**src/rtl/fetch_redirect.sv**
```systemverilog
// Instruction-fetch stage: owns the PC, issues synchronous inst-RAM reads,
// hands {pc, inst, adel} to ID over the over/allow_in handshake, and takes
// redirects from WB (exception / cancel) and branch targets from ID.
module fetch_redirect #(
    parameter logic [31:0] RESET_PC       = 32'hbfc00000,
    parameter logic [31:0] EXC_ENTER_ADDR = 32'hbfc00380
) (
    input  logic        clk,
    input  logic        reset,
    output logic        inst_en,
    output logic [31:0] inst_addr,
    input  logic [31:0] inst_rdata,
    input  logic        ID_allow_in,
    input  logic [32:0] jbr_bus,
    input  logic [32:0] exc_bus,
    input  logic        cancel,
    output logic        IF_over,
    output logic [64:0] IF_ID_bus,
    output logic [31:0] IF_pc,
    output logic [31:0] IF_inst
);

    typedef enum logic [1:0] {
        S_FETCH = 2'd0,
        S_WAIT  = 2'd1,
        S_READY = 2'd2
    } state_t;

    state_t      state_reg;
    logic [31:0] pc_reg;
    logic [31:0] inst_reg;
    logic        adel_reg;
    logic        br_pend_reg;
    logic [31:0] br_tgt_reg;

    logic        jbr_taken;
    logic [31:0] jbr_target;
    logic        exc_valid;
    logic [31:0] exc_pc;
    logic        redirect;
    logic        aligned;
    logic        transfer;
    logic [31:0] pc_next;

    // The exception entry point always arrives on exc_bus; the parameter is
    // kept only as a reference value and is folded into an unused net.
    logic unused_exc_enter_addr;
    assign unused_exc_enter_addr = ^EXC_ENTER_ADDR;

    assign jbr_taken  = jbr_bus[32];
    assign jbr_target = jbr_bus[31:0];
    assign exc_valid  = exc_bus[32];
    assign exc_pc     = exc_bus[31:0];
    assign redirect   = exc_valid | cancel;
    assign aligned    = (pc_reg[1:0] == 2'b00);

    // A redirect suppresses the handshake so nothing reaches ID that cycle.
    assign IF_over  = (state_reg == S_READY) & ~redirect & ~reset;
    assign transfer = IF_over & ID_allow_in;

    // RAM read is requested only from FETCH with an aligned PC.
    assign inst_en   = (state_reg == S_FETCH) & aligned & ~reset;
    assign inst_addr = pc_reg;

    assign IF_ID_bus = {pc_reg, inst_reg, adel_reg};
    assign IF_pc     = pc_reg;
    assign IF_inst   = inst_reg;

    // Next PC at a transfer: same-cycle branch, then pending branch, then pc+4.
    always_comb begin
        pc_next = pc_reg + 32'd4;
        if (jbr_taken) begin
            pc_next = jbr_target;
        end else if (br_pend_reg) begin
            pc_next = br_tgt_reg;
        end
    end

    // Fetch FSM, PC register and pending-branch tracking.
    always_ff @(posedge clk) begin
        if (reset) begin
            state_reg   <= S_FETCH;
            pc_reg      <= RESET_PC;
            inst_reg    <= 32'd0;
            adel_reg    <= 1'b0;
            br_pend_reg <= 1'b0;
            br_tgt_reg  <= 32'd0;
        end else if (redirect) begin
            // Returning RAM data next cycle is ignored because we are not in WAIT.
            state_reg   <= S_FETCH;
            br_pend_reg <= 1'b0;
            if (exc_valid) begin
                pc_reg <= exc_pc;
            end
        end else begin
            case (state_reg)
                S_FETCH: begin
                    if (aligned) begin
                        state_reg <= S_WAIT;
                    end else begin
                        // Misaligned fetch: present a NOP flagged with AdEL.
                        inst_reg  <= 32'd0;
                        adel_reg  <= 1'b1;
                        state_reg <= S_READY;
                    end
                end
                S_WAIT: begin
                    inst_reg  <= inst_rdata;
                    adel_reg  <= 1'b0;
                    state_reg <= S_READY;
                end
                S_READY: begin
                    if (ID_allow_in) begin
                        pc_reg    <= pc_next;
                        state_reg <= S_FETCH;
                    end
                end
                default: begin
                    state_reg <= S_FETCH;
                end
            endcase

            // A transfer consumes any pending target (or the same-cycle one);
            // a branch seen outside a transfer is held for the delay slot.
            if (transfer) begin
                br_pend_reg <= 1'b0;
            end else if (jbr_taken) begin
                br_pend_reg <= 1'b1;
                br_tgt_reg  <= jbr_target;
            end
        end
    end

endmodule

```
**config.mk**
```make
export PLATFORM = sky130hd
export DESIGN_NAME = fetch_redirect
export DESIGN_NICKNAME = d
export VERILOG_FILES = /design/src/rtl/fetch_redirect.sv
export SDC_FILE = /design/constraint.sdc
export NUM_CORES = 1
export LEC_CHECK = 0
export ABC_CLOCK_PERIOD_IN_PS = 2300
export BUFFER_PORTS_ARGS = -buffer_cell sky130_fd_sc_hd__clkbuf_2
export CAP_MARGIN = 20
export CORE_ASPECT_RATIO = 1.1
export CORE_MARGIN = 2
export CORE_UTILIZATION = 48
export DETAILED_ROUTE_END_ITERATION = 16
export HOLD_SLACK_MARGIN = 0.15
export PLACE_DENSITY = 0.81
export SLEW_MARGIN = 20
export SYNTH_ARGS = -nofsm -noshare
export SYNTH_HDL_FRONTEND = slang
export SYNTH_SLANG_ARGS = --single-unit
```
**constraint.sdc**
```tcl
create_clock -name clk -period 2.3 [get_ports clk]
set_input_delay 0.345 -clock clk [delete_from_list [all_inputs] [get_ports clk]]
set_output_delay 0.345 -clock clk [all_outputs]
set_load 0.1 [all_outputs]
```
==> results of run 1 <==
## critical path, cell delays in order (launching register included)
cell                       delay, ns
sky130_fd_sc_hd__dfxtp_1        0.35
sky130_fd_sc_hd__or3_1          0.44
sky130_fd_sc_hd__nor3_4         0.18
sky130_fd_sc_hd__clkbuf_2       0.49
## cell type report
cell class / count / share of cell area
well taps: 154 / 0.0273
inverters: 12 / 0.00639
clock inverters: 7 / 0.0105
diodes: 2 / 0.000710
flip-flops and latches: 100 / 0.288
repair buffers: 293 / 0.226
multi-input cells: 480 / 0.408
clock buffers: 9 / 0.0320
## path summary, 6_finish.rpt
check | to | start | slack, ns
worst max-delay path | inst_en | state_reg[0] | 0.13
worst min-delay path | IF_inst[17] | inst_rdata[17] | 0.22
worst max register to register | IF_pc[1] | state_reg[0] | 0.27
worst min register to register | IF_inst[23] | IF_inst[23] | 0.47
## where the power goes
part / total (mW) / internal (mW) / switching, mW
registers: 1.93 / 1.81 / 0.123
clock network: 1.54 / 0.773 / 0.763
logic: 1.69 / 0.316 / 1.37
## synth_stat cells, drive strengths merged (8+ instances only)
cell type	count
a211oi	9
a21oi	74
a221oi	8
a31oi	12
buf	110
clkbuf	43
dfxtp	100
inv	12
mux2i	32
nand2	60
nand3	50
nand4	15
nor2	76
nor3	24
o211ai	11
o21ai	20
## metrics by stage
| step | instance area (sq um) | hold WS (ns) |
|---|---|---|
| 3_5_place_dp | 6740 | 0.459 |
| 4_1_cts | 7040 | 0.211 |
| 5_1_grt | 7040 | 0.220 |
| 6_report | 7050 | 0.217 |
| 2_1_floorplan | 5890 | 0.456 |
| 3_3_place_gp | 6740 | 0.453 |
## cells by family after synthesis
logic type	Yosys count	share of synthesized area
simple gates	265	0.226
compound gates	174	0.192
buf+inv	165	0.170
flops	100	0.343
mux	32	0.0549
xor+xnor	8	0.0120
fa+ha+maj	1	0.00214
## layer usage
metal / GRT usage / up-vias / routed length, um
met5: 0 / - / 0
met1: 0.363 / 2786 / 7570
li1: - / 2881 / -
met3: 0.0587 / 30 / 1590
met2: 0.450 / 332 / 9070
met4: 0.0793 / 0 / 316
==> impl_results.md, run 1 <==
- Clock Skews: 0.0120 ns
- CORE AREA: between 10000 and 15000 sq um
- Initial standard-cell utilization of the core: 0.489
- Portion of the post-synthesis area used by sequential elements: 0.343
- Routed Wire Length: 18.5 mm
- Count of final hold-check violations: 0
- Vias after detailed routing: approximately 6000
- P per Cell Area: roughly 730 nW/um^2
- Highest-count cells in the layout ignoring fill and taps: sky130_fd_sc_hd__clkbuf_2, sky130_fd_sc_hd__dfxtp_1, sky130_fd_sc_hd__nor2_1, sky130_fd_sc_hd__a21oi_1, sky130_fd_sc_hd__nand2_1
- Max-capacitance violation count: 0
- Total number of yosys warnings: 0
- Weighted congestion reported at the end of routability-driven placement: 0.884
- Post-synth top area cell: sky130_fd_sc_hd__dfxtp_1
- Wire length of the first global-routing pass: approximately 28 mm
- Final setup viols: 0
- Layout Nets: 999
- Primary FF master, synth: sky130_fd_sc_hd__dfxtp_1
- Worst EP required: 1.96 ns
- Leftover overflow at the end of global routing: 0
- Fillers: about 1100
- Number of cells traversed by the worst register-to-register path: 6
- Final min period: approximately 2.2 ns
- Post-Place Setup Slack: ~0.31 ns
- Number of post-CTS setup repair buffers: 0
- Sequential cell area: roughly 2000 sq um
- Hold crit path type: primary input to flip-flop
- Die height: ~120 um
- Final ANT Viol Nets: 0
- Cell variety after synth: 64
- Slack of the critical path: 0.128 ns
- Most common cell after layout, fill and taps aside: sky130_fd_sc_hd__clkbuf_2
- Routed via count divided by cell count: 5.70
- Via count of the first global-routing pass: ~5200
- Number of buffers added to fix hold violations after cts: 0
- Number of optimization iterations in the first detailed-route pass: 5
- Full die area: ~13000 sq um
- Area growth from synthesis to final layout: 20.7%
- Unrepaired setup endpoints after global routing: no
- Worst voltage drop across the vdd grid: ~0.40 mV
- Highest fanout seen on the critical path: 6
- Maximum level of the CTS H-tree: 3
- CTS tree: done
- Final Cycle Share: 0.945
- Flop and latch count out of synthesis: 100
- Number of rows created at floorplan: between 40 and 50
- Critical path startpoint category: flip-flop
- Final cell utilization of the core: 0.591
- Worst EP arrival: 1.83 ns
- Count of unresolved DRC violations after routing: 0
- Cell count after synthesis: roughly 750
- Worst max-slew margin expressed relative to the limit: 0.591
- Violation count after the first detailed-route iteration: ~740
- Average wire per cell in the routed design: about 18 um
- Detailed Place HPWL: about 14 mm
- Worst-Margin Slew: 0.616 ns
- Die Width: 109 um
- Share of flip-flops with an asynchronous set or reset: 0
- Run status: finished, final reports clean
- Later-pin clock latency in the skew report: between 0.3 and 0.4 ns
- Post-synthesis net count: about 850
- Top-level I/O count: around 270
- Instance count after placement with tap cells included: 1039
- Kind of critical path: flip-flop to output pin
- Total power consumption of the routed design: between 5 and 6 mW
- Area of the multi-input gates: ~2900 sq um
- Proportion of layout cells with a drive suffix above 1: 0.387
- Pin count of the biggest net entering global routing: 52
- Pins over their slew limit: 0
- Mean area per synthesized cell: approximately 7.8 sq um
- # port buffers: around 260
- Cell depth of the worst min-delay path: 3
- Global-route usage over all layers: 0.275
- Resized cells post-CTS: 0
- EDFF count, synth: 0
- Root cell of the clock tree: sky130_fd_sc_hd__clkbuf_16
- Clock buffer count from CTS: 9
- Clock transition at the registers of the reported paths: 0.08 ns
- Portion of synthesized cell area occupied by the leading cell type: 0.343
- Post-Syn Area: 5840 sq um
- Number of antenna violations at the first check in global routing: 1
- Maximum clock path buffer count: 2
- Critical path endpoint category: output pin
- Top achievable clock speed: roughly 0.46 GHz
- Static Leakage: 3.06 nW
- Top cells by area in the synthesized netlist: sky130_fd_sc_hd__dfxtp_1, sky130_fd_sc_hd__buf_4, sky130_fd_sc_hd__a21oi_1, sky130_fd_sc_hd__mux2i_1, sky130_fd_sc_hd__nor2_1
- Post-Route Setup TNS: 0 ns
- Final Non-Filler Cells: 1057
- Clk sink count: 100
Note: power is estimated with default switching activity, not from simulation.
==> run 2, diff against run 1 <==
--- a/config.mk
+++ b/config.mk
@@ -10,10 +10,10 @@
 export CAP_MARGIN = 20
 export CORE_ASPECT_RATIO = 1.1
 export CORE_MARGIN = 2
-export CORE_UTILIZATION = 48
+export CORE_UTILIZATION = 25
 export DETAILED_ROUTE_END_ITERATION = 16
 export HOLD_SLACK_MARGIN = 0.15
-export PLACE_DENSITY = 0.81
+export PLACE_DENSITY = 0.47
 export SLEW_MARGIN = 20
 export SYNTH_ARGS = -nofsm -noshare
 export SYNTH_HDL_FRONTEND = slang
==> run 2 against run 1 <==
Compared with the run above:
- sequential power about the same
- highest routed layer unchanged
- combinational power is essentially flat
- cell area rose by 3.3%
- die area rose by 88%
- largest cell class unchanged
- critical endpoint unchanged
- critical path depth is the same
- count of clock-buffer cells in the layout increased by 1
- utilization shrank 27 points
==> impl_results.md, run 2 (synthesis gave the netlist of run 1 again) <==
- Max-capacitance violation count: 0 (unchanged)
- Switch share: 0.426 (-0.0120)
- Vias after detailed routing: 5824 (-3.4%)
- Sequential cell area: 2030 sq um (unchanged)
- Worst-Margin Slew: 0.578 ns (-0.0379 ns)
- Worst voltage drop across the vdd grid: 0.302 mV (-24%)
- Number of buffers added to fix hold violations after cts: 0 (unchanged)
- Area of the multi-input gates: 2890 sq um (+0.26%)
- Fillers: 2487 (+130%)
- Critical path startpoint category: flip-flop
- Final min period: 2.14 ns (-0.0325 ns)
- Run status: finished, final reports clean
- Critical path endpoint category: output pin
- Most common cell after layout, fill and taps aside: sky130_fd_sc_hd__clkbuf_2
- Pins over their slew limit: 0 (unchanged)
- Initial standard-cell utilization of the core: 0.254 (-0.235)
- Detailed Place HPWL: 16.1 mm (+18%)
- CTS tree: done
- Final cell utilization of the core: 0.317 (-0.273)
- Number of antenna violations at the first check in global routing: 1 (unchanged)
- Average wire per cell in the routed design: 17.5 um (-0.25%)
- Layout Nets: 1005 (+0.60%)
- Die Width: 150 um (+37%)
- Via count of the first global-routing pass: 5262 (+1.4%)
- Count of unresolved DRC violations after routing: 0 (unchanged)
- Total power consumption of the routed design: 5.24 mW (+1.7%)
- Final design area excluding fillers: 7280 sq um (+3.3%)
- Number of cells traversed by the worst register-to-register path: 5 (-1)
- Unrepaired setup endpoints after global routing: no
- Top achievable clock speed: 0.467 GHz (+1.5%)
- Net switching component of the power: 2.23 mW (-1.1%)
- Reg power frac: 0.367 (-0.007)
- Routed via count divided by cell count: 4.83 (-15%)
- Top-level I/O count: 265 (unchanged)
- Post-placement cell area: 6970 sq um (+3.4%)
- Number of optimization iterations in the first detailed-route pass: 4 (-1)
- Worst EP arrival: 1.79 ns (-0.04 ns)
- Hold Worst Slack: 0.217 ns (-0.000785 ns)
- Power share of the clock group: 0.305 (+0.007)
- # port buffers: 264 (unchanged)
- Highest-count cells in the layout ignoring fill and taps: sky130_fd_sc_hd__clkbuf_2, sky130_fd_sc_hd__dfxtp_1, sky130_fd_sc_hd__nor2_1, sky130_fd_sc_hd__a21oi_1, sky130_fd_sc_hd__nand2_1
- Pin count of the biggest net entering global routing: 64 (+23%)
- Worst max-slew margin expressed relative to the limit: 0.615 (+0.0235)
- Maximum level of the CTS H-tree: 3 (unchanged)
- Die height: 164 um (+37%)
- Kind of critical path: flip-flop to output pin
- Internal power: 3.01 mW (+3.8%)
- Clock transition at the registers of the reported paths: 0.08 ns (about the same)
- Root cell of the clock tree: sky130_fd_sc_hd__clkbuf_16
- Worst EP required: 1.96 ns (about the same)
- Area growth from synthesis to final layout: 24.7%
- Hold crit path type: primary input to flip-flop
- Clock buffer count from CTS: 9 (unchanged)
- Full die area: 24600 sq um (+88%)
- Wire length of the first global-routing pass: 31.1 mm (+11%)
- Count of final hold-check violations: 0 (unchanged)
- Final setup viols: 0 (unchanged)
- Leftover overflow at the end of global routing: 0 (unchanged)
- Clk sink count: 100 (unchanged)
- Instance count after placement with tap cells included: 1191 (+15%)
- Static Leakage: 3.09 nW (+0.97%)
- Routed Wire Length: 21.1 mm (+14%)
- Global-route usage over all layers: 0.166 (-0.109)
- Final Cycle Share: 0.930 (-0.0141)
- P per Cell Area: 720 nW/um^2 (-1.6%)
- Final Non-Filler Cells: 1207 (+14%)
- Highest fanout seen on the critical path: 6 (unchanged)
- Later-pin clock latency in the skew report: 0.36 ns (about the same)
- Maximum clock path buffer count: 2 (unchanged)
- Number of rows created at floorplan: 58 (+38%)
- Clock Skews: 0.0144 ns (+0.00238 ns)
- CORE AREA: 22900 sq um (+92%)
- Proportion of layout cells with a drive suffix above 1: 0.391 (+0.00338)
- Violation count after the first detailed-route iteration: 310 (-58%)
- Weighted congestion reported at the end of routability-driven placement: 0.822 (-7.0%)
- Final ANT Viol Nets: 0 (unchanged)
- Cell depth of the worst min-delay path: 3 (unchanged)
- Share of total power in combinational logic: 0.327 (about the same)
==> run 2: per-stage QoR <==
step	worst slack [ns]	TNS, ns
floorplan	-0.0660	-0.0660
CTS	0.137	0
global placement	0.273	0
global route	0.0718	0
finish	0.160	0
detailed placement	0.238	0
==> run 2: routing by layer <==
layer | global-route usage | part of all wire | routed length, um | vias to the layer above
met2 | 0.266 | 0.46 | 9800 | 227
li1 | - | - | - | 2885
met1 | 0.229 | 0.46 | 9780 | 2698
met3 | 0.0303 | 0.062 | 1310 | 14
met5 | 0 | 0 | 0 | -
met4 | 0.0467 | 0.011 | 236 | 0
==> run 2: path summary, 6_finish.rpt <==
check / to / startpoint / slack, ns
max reg2reg: IF_pc[15] / state_reg[0] / 0.27
max: inst_en / state_reg[0] / 0.16
min: IF_inst[11] / inst_rdata[11] / 0.22
min reg2reg: IF_inst[18] / IF_inst[18] / 0.47
==> run 2: timing repair <==
action,in CTS,in global routing
gates resized for setup,0,1
buffers inserted,0,0
setup endpoints to repair,0,1
==> run 2: cell type report <==
class | instances | share of cell area
Clock buffer | 10 | 0.0328
Inverter | 12 | 0.00619
Clock inverter | 5 | 0.00825
Timing Repair Buffer | 299 | 0.225
Tap cell | 300 | 0.0516
Multi-Input combinational cell | 480 | 0.396
Antenna cell | 1 | 0.000344
Sequential cell | 100 | 0.279
==> run 2: worst max-delay path, stage by stage, from the launching register on <==
cell                       delay [ns]
sky130_fd_sc_hd__dfxtp_1         0.35
sky130_fd_sc_hd__or3_1           0.44
sky130_fd_sc_hd__nor3_4          0.18
sky130_fd_sc_hd__clkbuf_2        0.48
==> run 2: power groups by stage <==
stage,logic [mW],clock network [mW],registers [mW]
after detailed placement,1.72,0,1.97
after floorplan,1.13,0,2.26
after CTS,1.72,1.66,1.93
after global placement,1.72,0,1.96
after global routing,1.79,1.74,1.94
final,1.71,1.60,1.92
